==> src/rtl/multicycle_control_if.sv <==
// Datapath <-> multi-cycle controller bundle.
// master = controller side, slave = datapath side.
interface multicycle_control_if;
    logic [5:0] Opcode;
    logic [5:0] Funct;
    logic       Zero;
    logic       MemReady;
    logic       PCWrite;
    logic       IRWrite;
    logic       IorD;
    logic       MemRead;
    logic       MemWrite;
    logic       MemtoReg;
    logic       RegDst;
    logic       Jal;
    logic       RegWrite;
    logic       ExtFormat;
    logic [1:0] ALUSrcA;
    logic [1:0] ALUSrcB;
    logic [3:0] ALUOp;
    logic [1:0] PCSrc;
    logic [3:0] State;
    logic       Fault;
    logic [1:0] FaultCode;

    modport master (
        input  Opcode, Funct, Zero, MemReady,
        output PCWrite, IRWrite, IorD, MemRead, MemWrite,
        output MemtoReg, RegDst, Jal, RegWrite, ExtFormat,
        output ALUSrcA, ALUSrcB, ALUOp, PCSrc,
        output State, Fault, FaultCode
    );

    modport slave (
        output Opcode, Funct, Zero, MemReady,
        input  PCWrite, IRWrite, IorD, MemRead, MemWrite,
        input  MemtoReg, RegDst, Jal, RegWrite, ExtFormat,
        input  ALUSrcA, ALUSrcB, ALUOp, PCSrc,
        input  State, Fault, FaultCode
    );
endinterface

==> src/rtl/multicycle_control.sv <==
// Multi-cycle MIPS control FSM with memory-ready stalls,
// wait timeout and illegal-instruction trap.
module multicycle_control #(
    parameter int unsigned MAX_WAIT = 255
) (
    input logic                 clk,
    input logic                 reset,
    multicycle_control_if.master bus
);
    typedef enum logic [3:0] {
        FETCH   = 4'd0,
        DECODE  = 4'd1,
        MEMADDR = 4'd2,
        MEMRD   = 4'd3,
        LWWB    = 4'd4,
        MEMWR   = 4'd5,
        EXEC    = 4'd6,
        ALUWB   = 4'd7,
        BRANCH  = 4'd8,
        JUMP    = 4'd9,
        JR      = 4'd10,
        FAULT   = 4'd12
    } state_t;

    localparam logic [3:0] OP_ADD = 4'b0010;
    localparam logic [3:0] OP_SUB = 4'b0110;
    localparam logic [3:0] OP_AND = 4'b0000;
    localparam logic [3:0] OP_OR  = 4'b0001;
    localparam logic [3:0] OP_XOR = 4'b0011;
    localparam logic [3:0] OP_SLT = 4'b0111;
    localparam logic [3:0] OP_SLL = 4'b0100;
    localparam logic [3:0] OP_SRL = 4'b0101;
    localparam logic [3:0] OP_SRA = 4'b1001;
    localparam logic [3:0] OP_LUI = 4'b1000;
    localparam logic [7:0] LIMIT  = 8'(MAX_WAIT - 1);

    state_t     state;
    logic [7:0] wait_cnt;
    logic [1:0] fault_code;

    logic       rtype;
    logic       is_alu;
    logic       is_shift;
    logic       is_jr;
    logic       is_lw;
    logic       is_sw;
    logic       is_beq;
    logic       is_bne;
    logic       is_j;
    logic       is_jal;
    logic       ext_sign;
    logic [3:0] alu_op;
    logic       mem_state;
    logic       timeout;

    assign rtype  = bus.Opcode == 6'h00;
    assign is_lw  = bus.Opcode == 6'h23;
    assign is_sw  = bus.Opcode == 6'h2b;
    assign is_beq = bus.Opcode == 6'h04;
    assign is_bne = bus.Opcode == 6'h05;
    assign is_j   = bus.Opcode == 6'h02;
    assign is_jal = bus.Opcode == 6'h03;
    assign ext_sign = is_lw | is_sw | is_beq | is_bne
                    | (bus.Opcode == 6'h08);

    always_comb begin
        alu_op   = OP_ADD;
        is_alu   = 1'b0;
        is_shift = 1'b0;
        is_jr    = 1'b0;
        if (rtype) begin
            case (bus.Funct)
                6'h20: begin is_alu = 1'b1; alu_op = OP_ADD; end
                6'h22: begin is_alu = 1'b1; alu_op = OP_SUB; end
                6'h24: begin is_alu = 1'b1; alu_op = OP_AND; end
                6'h25: begin is_alu = 1'b1; alu_op = OP_OR;  end
                6'h26: begin is_alu = 1'b1; alu_op = OP_XOR; end
                6'h2a: begin is_alu = 1'b1; alu_op = OP_SLT; end
                6'h00: begin
                    is_alu = 1'b1; is_shift = 1'b1; alu_op = OP_SLL;
                end
                6'h02: begin
                    is_alu = 1'b1; is_shift = 1'b1; alu_op = OP_SRL;
                end
                6'h03: begin
                    is_alu = 1'b1; is_shift = 1'b1; alu_op = OP_SRA;
                end
                6'h08: is_jr = 1'b1;
                default: ;
            endcase
        end else begin
            case (bus.Opcode)
                6'h08: begin is_alu = 1'b1; alu_op = OP_ADD; end
                6'h0c: begin is_alu = 1'b1; alu_op = OP_AND; end
                6'h0d: begin is_alu = 1'b1; alu_op = OP_OR;  end
                6'h0e: begin is_alu = 1'b1; alu_op = OP_XOR; end
                6'h0a: begin is_alu = 1'b1; alu_op = OP_SLT; end
                6'h0f: begin is_alu = 1'b1; alu_op = OP_LUI; end
                default: ;
            endcase
        end
    end

    assign mem_state = state == FETCH || state == MEMRD
                    || state == MEMWR;
    // MemReady on the limit cycle wins over the timeout
    assign timeout = mem_state && !bus.MemReady
                  && wait_cnt == LIMIT;

    always_ff @(posedge clk or posedge reset) begin
        if (reset) begin
            state      <= FETCH;
            wait_cnt   <= '0;
            fault_code <= 2'd0;
        end else begin
            wait_cnt <= '0;
            if (mem_state && !bus.MemReady)
                wait_cnt <= wait_cnt + 8'd1;
            if (timeout) begin
                state      <= FAULT;
                fault_code <= 2'd2;
            end else begin
                case (state)
                    FETCH:   if (bus.MemReady) state <= DECODE;
                    DECODE: begin
                        unique case (1'b1)
                            is_lw | is_sw:   state <= MEMADDR;
                            is_alu:          state <= EXEC;
                            is_beq | is_bne: state <= BRANCH;
                            is_j | is_jal:   state <= JUMP;
                            is_jr:           state <= JR;
                            default: begin
                                state      <= FAULT;
                                fault_code <= 2'd1;
                            end
                        endcase
                    end
                    MEMADDR: state <= is_lw ? MEMRD : MEMWR;
                    MEMRD:   if (bus.MemReady) state <= LWWB;
                    MEMWR:   if (bus.MemReady) state <= FETCH;
                    EXEC:    state <= ALUWB;
                    FAULT:   state <= FAULT;
                    default: state <= FETCH;
                endcase
            end
        end
    end

    always_comb begin
        bus.PCWrite   = 1'b0;
        bus.IRWrite   = 1'b0;
        bus.IorD      = 1'b0;
        bus.MemRead   = 1'b0;
        bus.MemWrite  = 1'b0;
        bus.MemtoReg  = 1'b0;
        bus.RegDst    = 1'b0;
        bus.Jal       = 1'b0;
        bus.RegWrite  = 1'b0;
        bus.ExtFormat = 1'b0;
        bus.ALUSrcA   = 2'd0;
        bus.ALUSrcB   = 2'd0;
        bus.ALUOp     = 4'd0;
        bus.PCSrc     = 2'd0;
        if (!reset) begin
            bus.ExtFormat = ext_sign;
            case (state)
                FETCH: begin
                    bus.ExtFormat = 1'b0;
                    bus.MemRead   = 1'b1;
                    bus.ALUSrcB   = 2'd1;
                    bus.ALUOp     = OP_ADD;
                    bus.PCWrite   = bus.MemReady;
                    bus.IRWrite   = bus.MemReady;
                end
                DECODE: begin
                    bus.ExtFormat = 1'b1;
                    bus.ALUSrcB   = 2'd3;
                    bus.ALUOp     = OP_ADD;
                end
                MEMADDR: begin
                    bus.ALUSrcA = 2'd1;
                    bus.ALUSrcB = 2'd2;
                    bus.ALUOp   = OP_ADD;
                end
                MEMRD: begin
                    bus.MemRead = 1'b1;
                    bus.IorD    = 1'b1;
                end
                LWWB: begin
                    bus.RegWrite = 1'b1;
                    bus.MemtoReg = 1'b1;
                    bus.RegDst   = 1'b1;
                end
                MEMWR: begin
                    bus.MemWrite = 1'b1;
                    bus.IorD     = 1'b1;
                end
                EXEC: begin
                    bus.ALUSrcA = is_shift ? 2'd2 : 2'd1;
                    bus.ALUSrcB = rtype ? 2'd0 : 2'd2;
                    bus.ALUOp   = alu_op;
                end
                ALUWB: begin
                    bus.RegWrite = 1'b1;
                    bus.RegDst   = ~rtype;
                end
                BRANCH: begin
                    bus.ALUSrcA = 2'd1;
                    bus.ALUOp   = OP_SUB;
                    bus.PCSrc   = 2'd1;
                    bus.PCWrite = (is_beq & bus.Zero)
                                | (is_bne & ~bus.Zero);
                end
                JUMP: begin
                    bus.PCSrc    = 2'd3;
                    bus.PCWrite  = 1'b1;
                    bus.Jal      = is_jal;
                    bus.RegWrite = is_jal;
                end
                JR: begin
                    bus.PCSrc   = 2'd2;
                    bus.PCWrite = 1'b1;
                end
                default: bus.ExtFormat = 1'b0;
            endcase
        end
    end

    assign bus.State     = state;
    assign bus.Fault     = state == FAULT;
    assign bus.FaultCode = fault_code;
endmodule

==> src/flat_wrapper.sv <==
// flat-port wrapper written by rule: the top's interface ports become plain ports
module multicycle_control_flat 
#(
    parameter int unsigned MAX_WAIT = 255
)
  (clk, reset, bus_Opcode, bus_Funct, bus_Zero, bus_MemReady, bus_PCWrite, bus_IRWrite, bus_IorD, bus_MemRead, bus_MemWrite, bus_MemtoReg, bus_RegDst, bus_Jal, bus_RegWrite, bus_ExtFormat, bus_ALUSrcA, bus_ALUSrcB, bus_ALUOp, bus_PCSrc, bus_State, bus_Fault, bus_FaultCode);
  multicycle_control_if bus_i ();
  input logic clk;
  input logic reset;
  input wire logic [$bits(bus_i.Opcode)-1:0] bus_Opcode;
  input wire logic [$bits(bus_i.Funct)-1:0] bus_Funct;
  input wire logic [$bits(bus_i.Zero)-1:0] bus_Zero;
  input wire logic [$bits(bus_i.MemReady)-1:0] bus_MemReady;
  output wire logic [$bits(bus_i.PCWrite)-1:0] bus_PCWrite;
  output wire logic [$bits(bus_i.IRWrite)-1:0] bus_IRWrite;
  output wire logic [$bits(bus_i.IorD)-1:0] bus_IorD;
  output wire logic [$bits(bus_i.MemRead)-1:0] bus_MemRead;
  output wire logic [$bits(bus_i.MemWrite)-1:0] bus_MemWrite;
  output wire logic [$bits(bus_i.MemtoReg)-1:0] bus_MemtoReg;
  output wire logic [$bits(bus_i.RegDst)-1:0] bus_RegDst;
  output wire logic [$bits(bus_i.Jal)-1:0] bus_Jal;
  output wire logic [$bits(bus_i.RegWrite)-1:0] bus_RegWrite;
  output wire logic [$bits(bus_i.ExtFormat)-1:0] bus_ExtFormat;
  output wire logic [$bits(bus_i.ALUSrcA)-1:0] bus_ALUSrcA;
  output wire logic [$bits(bus_i.ALUSrcB)-1:0] bus_ALUSrcB;
  output wire logic [$bits(bus_i.ALUOp)-1:0] bus_ALUOp;
  output wire logic [$bits(bus_i.PCSrc)-1:0] bus_PCSrc;
  output wire logic [$bits(bus_i.State)-1:0] bus_State;
  output wire logic [$bits(bus_i.Fault)-1:0] bus_Fault;
  output wire logic [$bits(bus_i.FaultCode)-1:0] bus_FaultCode;
  assign bus_i.Opcode = bus_Opcode;
  assign bus_i.Funct = bus_Funct;
  assign bus_i.Zero = bus_Zero;
  assign bus_i.MemReady = bus_MemReady;
  assign bus_PCWrite = bus_i.PCWrite;
  assign bus_IRWrite = bus_i.IRWrite;
  assign bus_IorD = bus_i.IorD;
  assign bus_MemRead = bus_i.MemRead;
  assign bus_MemWrite = bus_i.MemWrite;
  assign bus_MemtoReg = bus_i.MemtoReg;
  assign bus_RegDst = bus_i.RegDst;
  assign bus_Jal = bus_i.Jal;
  assign bus_RegWrite = bus_i.RegWrite;
  assign bus_ExtFormat = bus_i.ExtFormat;
  assign bus_ALUSrcA = bus_i.ALUSrcA;
  assign bus_ALUSrcB = bus_i.ALUSrcB;
  assign bus_ALUOp = bus_i.ALUOp;
  assign bus_PCSrc = bus_i.PCSrc;
  assign bus_State = bus_i.State;
  assign bus_Fault = bus_i.Fault;
  assign bus_FaultCode = bus_i.FaultCode;
  multicycle_control #(.MAX_WAIT(MAX_WAIT)) u_core (.clk(clk), .reset(reset), .bus(bus_i));
endmodule
==> config.mk <==
export PLATFORM = sky130hd
export DESIGN_NAME = multicycle_control_flat
export DESIGN_NICKNAME = d
export VERILOG_FILES = /design/src/rtl/multicycle_control_if.sv /design/src/rtl/multicycle_control.sv /design/src/flat_wrapper.sv
export SDC_FILE = /design/constraint.sdc
export NUM_CORES = 1
export LEC_CHECK = 0
export ABC_AREA = 1
export CORE_ASPECT_RATIO = 2
export CORE_MARGIN = 4
export CORE_UTILIZATION = 51
export CTS_CLUSTER_SIZE = 10
export DETAILED_ROUTE_END_ITERATION = 7
export PLACE_DENSITY = 0.91
export SYNTH_ARGS = -nofsm -noshare
export SYNTH_HDL_FRONTEND = slang
export SYNTH_SLANG_ARGS = --single-unit
==> constraint.sdc <==
create_clock -name clk -period 6.1 [get_ports clk]
set_clock_uncertainty 0.15 [all_clocks]
set_input_delay 1.83 -clock clk [delete_from_list [all_inputs] [get_ports clk]]
set_output_delay 1.83 -clock clk [all_outputs]
set_load 0.005 [all_outputs]
==> run metrics <==
data arrival time of the worst path roughly 3.8 ns; routability cong. between 0.9 and 1; largest delay contributor family on the critical path buffers and inverters; depth of the CTS H-tree 1; mean post-synth cell area about 6.1 µm²; Worst Hold Depth 1; Final Slew Violations 0; cell type contributing the most total cell area after synthesis sky130_fd_sc_hd__dfrtp_1; cell count of the worst reg-to-reg path 8; kind of start point of the critical path input pin; master cell of the clock root buffer sky130_fd_sc_hd__clkbuf_8; overall die area approximately 0.0037 mm²; Tightest Pin Transition roughly 0.52 ns; RSZ-0062 raised after global routing false; Post-Syn Nets roughly 250; logic depth of the worst path, buffers included 10; clock insertion delay at the later pin of the skew report ~0.24 ns; instance count of the mapped netlist around 230; result of the run completed; CTS clk-pin slew, worst paths 0.05 ns; number of gates given a new drive strength after cts 0; I/O pin count between 40 and 50; worst vdd ir 0.212 mV; Max-Cap Viols 0; leakage power figure a little over 0.9 nW; fin nets a little under 300; maximum number of pins on one net before global-route repair 20; post-route ant nets 0; final routed wirelength across all metal layers roughly 4000 µm; Worst Hold Launch u_core.wait_cnt[0]; cell with the largest stage delay on the worst path sky130_fd_sc_hd__clkdlybuf4s50_1; TritonCTS clock tree done; antenna violations before repair 0; endpoint of the lowest-slack register-to-register path u_core.bus.State[1]; number of buffers created by CTS 3; clock sink count 14; setup tns final 0 ns; initial drt markers 55; number of diodes 0; vias in the first global route between 1500 and 2000; core footprint 0.00260 mm²; Hold-fix buffers, CTS 0; post-route minimum period between 5 and 6 ns; count of unique library cells instantiated by Yosys 30; Max Fanout on Critical Path 7; placed cell areas around 0.0018 mm²; Site Rows 26; top post-synthesis cells by area sky130_fd_sc_hd__dfrtp_1 (25%), sky130_fd_sc_hd__nor2_1 (11%), sky130_fd_sc_hd__nand2_1 (10%), sky130_fd_sc_hd__inv_1 (9.4%), sky130_fd_sc_hd__nand3_1 (8.6%); total track usage about a quarter; final global-route overflow total 0; Die Y-Extent between 80 and 90 µm; number of input and output port buffers inserted between 40 and 50; worst reg2reg path startpoint u_core.bus.State[3]; cell area after technology mapping 0.00140 mm²; iteration count of the initial detailed-routing pass 5; Fmax achieved about 170 MHz; number of setup violations in the final report 0; share of Yosys cell area claimed by the top area cell type ~25%; Fillers about 220; sequential area share after synthesis 25.0%; first-pass GRT wire length between 6000 and 7000 µm; power per standard cell area 263 mW/mm²; crit path kind input pin to primary output; number of buffers and inverters on the critical path 3; die outline width 45.1 µm; Non-Filler Cell Area, Final 0.00189 mm²; Worst R2R Setup Slack roughly 4.3 ns; delay of the slowest cell on the worst path 0.50 ns; cell-by-cell listing of the critical path clkdlybuf4s50_1, nor2_1, nand3_2, inv_2, nand2_1, a31oi_1, nand2_1, a21oi_1, nor2_1, clkdlybuf4s50_1; number of buffers between clock root and the deepest sink 2; destination of the worst hold path u_core.wait_cnt[0]; routed length per instance between 10 and 15 µm; required arrival time at the worst endpoint roughly 4 ns; Area Overhead vs Synth 34.8%; buffers inserted by post-CTS timing repair 0; number of warnings issued by yosys 0; most used cells in the layout excluding fill and tap cells sky130_fd_sc_hd__nor2_1 (42), sky130_fd_sc_hd__clkdlybuf4s50_1 (42), sky130_fd_sc_hd__nand2_1 (38), sky130_fd_sc_hd__inv_1 (35), sky130_fd_sc_hd__nand3_1 (24); HPWL after detailed placement approximately 3400 µm; detailed-route via count roughly 1600; average vias per placed instance 5.46; HP Class register to register; DRC violations left 0; part of the cycle the worst path needs approximately 95%; Initial Utilization a little over half; synthesized flop and latch total 14; Critical Path End Type primary output; Hold Vio Cnt, Final 0; proportion of layout cells with a drive suffix above 1 ~11%; worst max-slew margin expressed relative to the limit 65.3%
cells in the mapped netlist:
master	count
sky130_fd_sc_hd__nor2_1	42
sky130_fd_sc_hd__nand2_1	38
sky130_fd_sc_hd__inv_1	35
sky130_fd_sc_hd__nand3_1	24
sky130_fd_sc_hd__a21oi_1	16
sky130_fd_sc_hd__dfrtp_1	14
sky130_fd_sc_hd__o21ai_0	8
sky130_fd_sc_hd__nor3_1	6
sky130_fd_sc_hd__inv_2	5
sky130_fd_sc_hd__nand2_2	4
sky130_fd_sc_hd__nand4_1	4
sky130_fd_sc_hd__nor2_4	4
sky130_fd_sc_hd__nand3_2	3
sky130_fd_sc_hd__a21oi_2	2
sky130_fd_sc_hd__a31oi_1	2
sky130_fd_sc_hd__and3_1	2
sky130_fd_sc_hd__buf_6	2
sky130_fd_sc_hd__clkbuf_1	2
sky130_fd_sc_hd__ha_1	2
sky130_fd_sc_hd__nor2_2	2
sky130_fd_sc_hd__o21ai_2	2
sky130_fd_sc_hd__o22ai_1	2
sky130_fd_sc_hd__a311oi_1	1
sky130_fd_sc_hd__and2_1	1
sky130_fd_sc_hd__mux2_2	1
sky130_fd_sc_hd__o21ai_1	1
sky130_fd_sc_hd__o31ai_2	1
sky130_fd_sc_hd__or2_2	1
sky130_fd_sc_hd__xnor2_1	1
sky130_fd_sc_hd__xor2_1	1
state kept, by name, summed over array words and instances, names as in the netlist:
name,cells
u_core.wait_cnt,8
u_core.bus.State,4
u_core.bus.FaultCode,2
final cells by class:
type / instances / area (µm²) / area share, %
clock buffers: 4 / 55.1 / 2.91
inverters: 40 / 150 / 7.94
multi-input cells: 171 / 873 / 46.2
flip-flops and latches: 14 / 350 / 18.5
well taps: 28 / 35.0 / 1.85
repair buffers: 43 / 428 / 22.6
through the flow:
step                util (%)  instances  setup WS, ns  hold WS [ns]  power, mW
floorplan                  -        229          1.45         0.280      0.297
global placement        70.6        296         0.432         0.302      0.404
detailed placement      70.6        296         0.362         0.303      0.411
CTS                     72.7        300         0.353         0.310      0.502
global route            72.7        300         0.163         0.338      0.541
finish                  72.7        300         0.323         0.310      0.498
power by group:
group          leakage [nW]  internal (mW)  switching [mW]
combinational         0.702          0.126           0.153
sequential            0.186          0.107          0.0234
clock                0.0288         0.0571          0.0302
total                 0.917          0.291           0.207
worst max-delay path by stage:
stage / slack (ns) / endpoint / from
6_report: 0.32 / bus_ALUOp[1] / bus_Opcode[2]
5_1_grt: 0.16 / bus_ALUOp[1] / bus_Opcode[2]
4_1_cts: 0.35 / bus_ALUOp[1] / bus_Opcode[2]
3_5_place_dp: 0.36 / bus_ALUOp[1] / bus_Opcode[2]
3_3_place_gp: 0.43 / bus_ALUOp[1] / bus_Opcode[2]
2_1_floorplan: 1.45 / bus_ALUOp[1] / bus_Opcode[1]
kinds of logic after synthesis:
kind of cell               share of synthesized area, %
AOI/OAI and AO/OA                                  14.7
xor gates and xnor gates                           1.25
adders and majority gates                          1.78
buffers and inverters                              12.8
DFF                                                25.0
muxes                                             0.802
and+or+nand+nor                                    43.7
metal layers:
layer	wire length, µm	GRT usage (%)
met4	133	13.2
met1	1420	22.5
met5	0	0
met2	2310	46.6
met3	167	1.95
No activity file was read; power rests on OpenSTA's default activity.
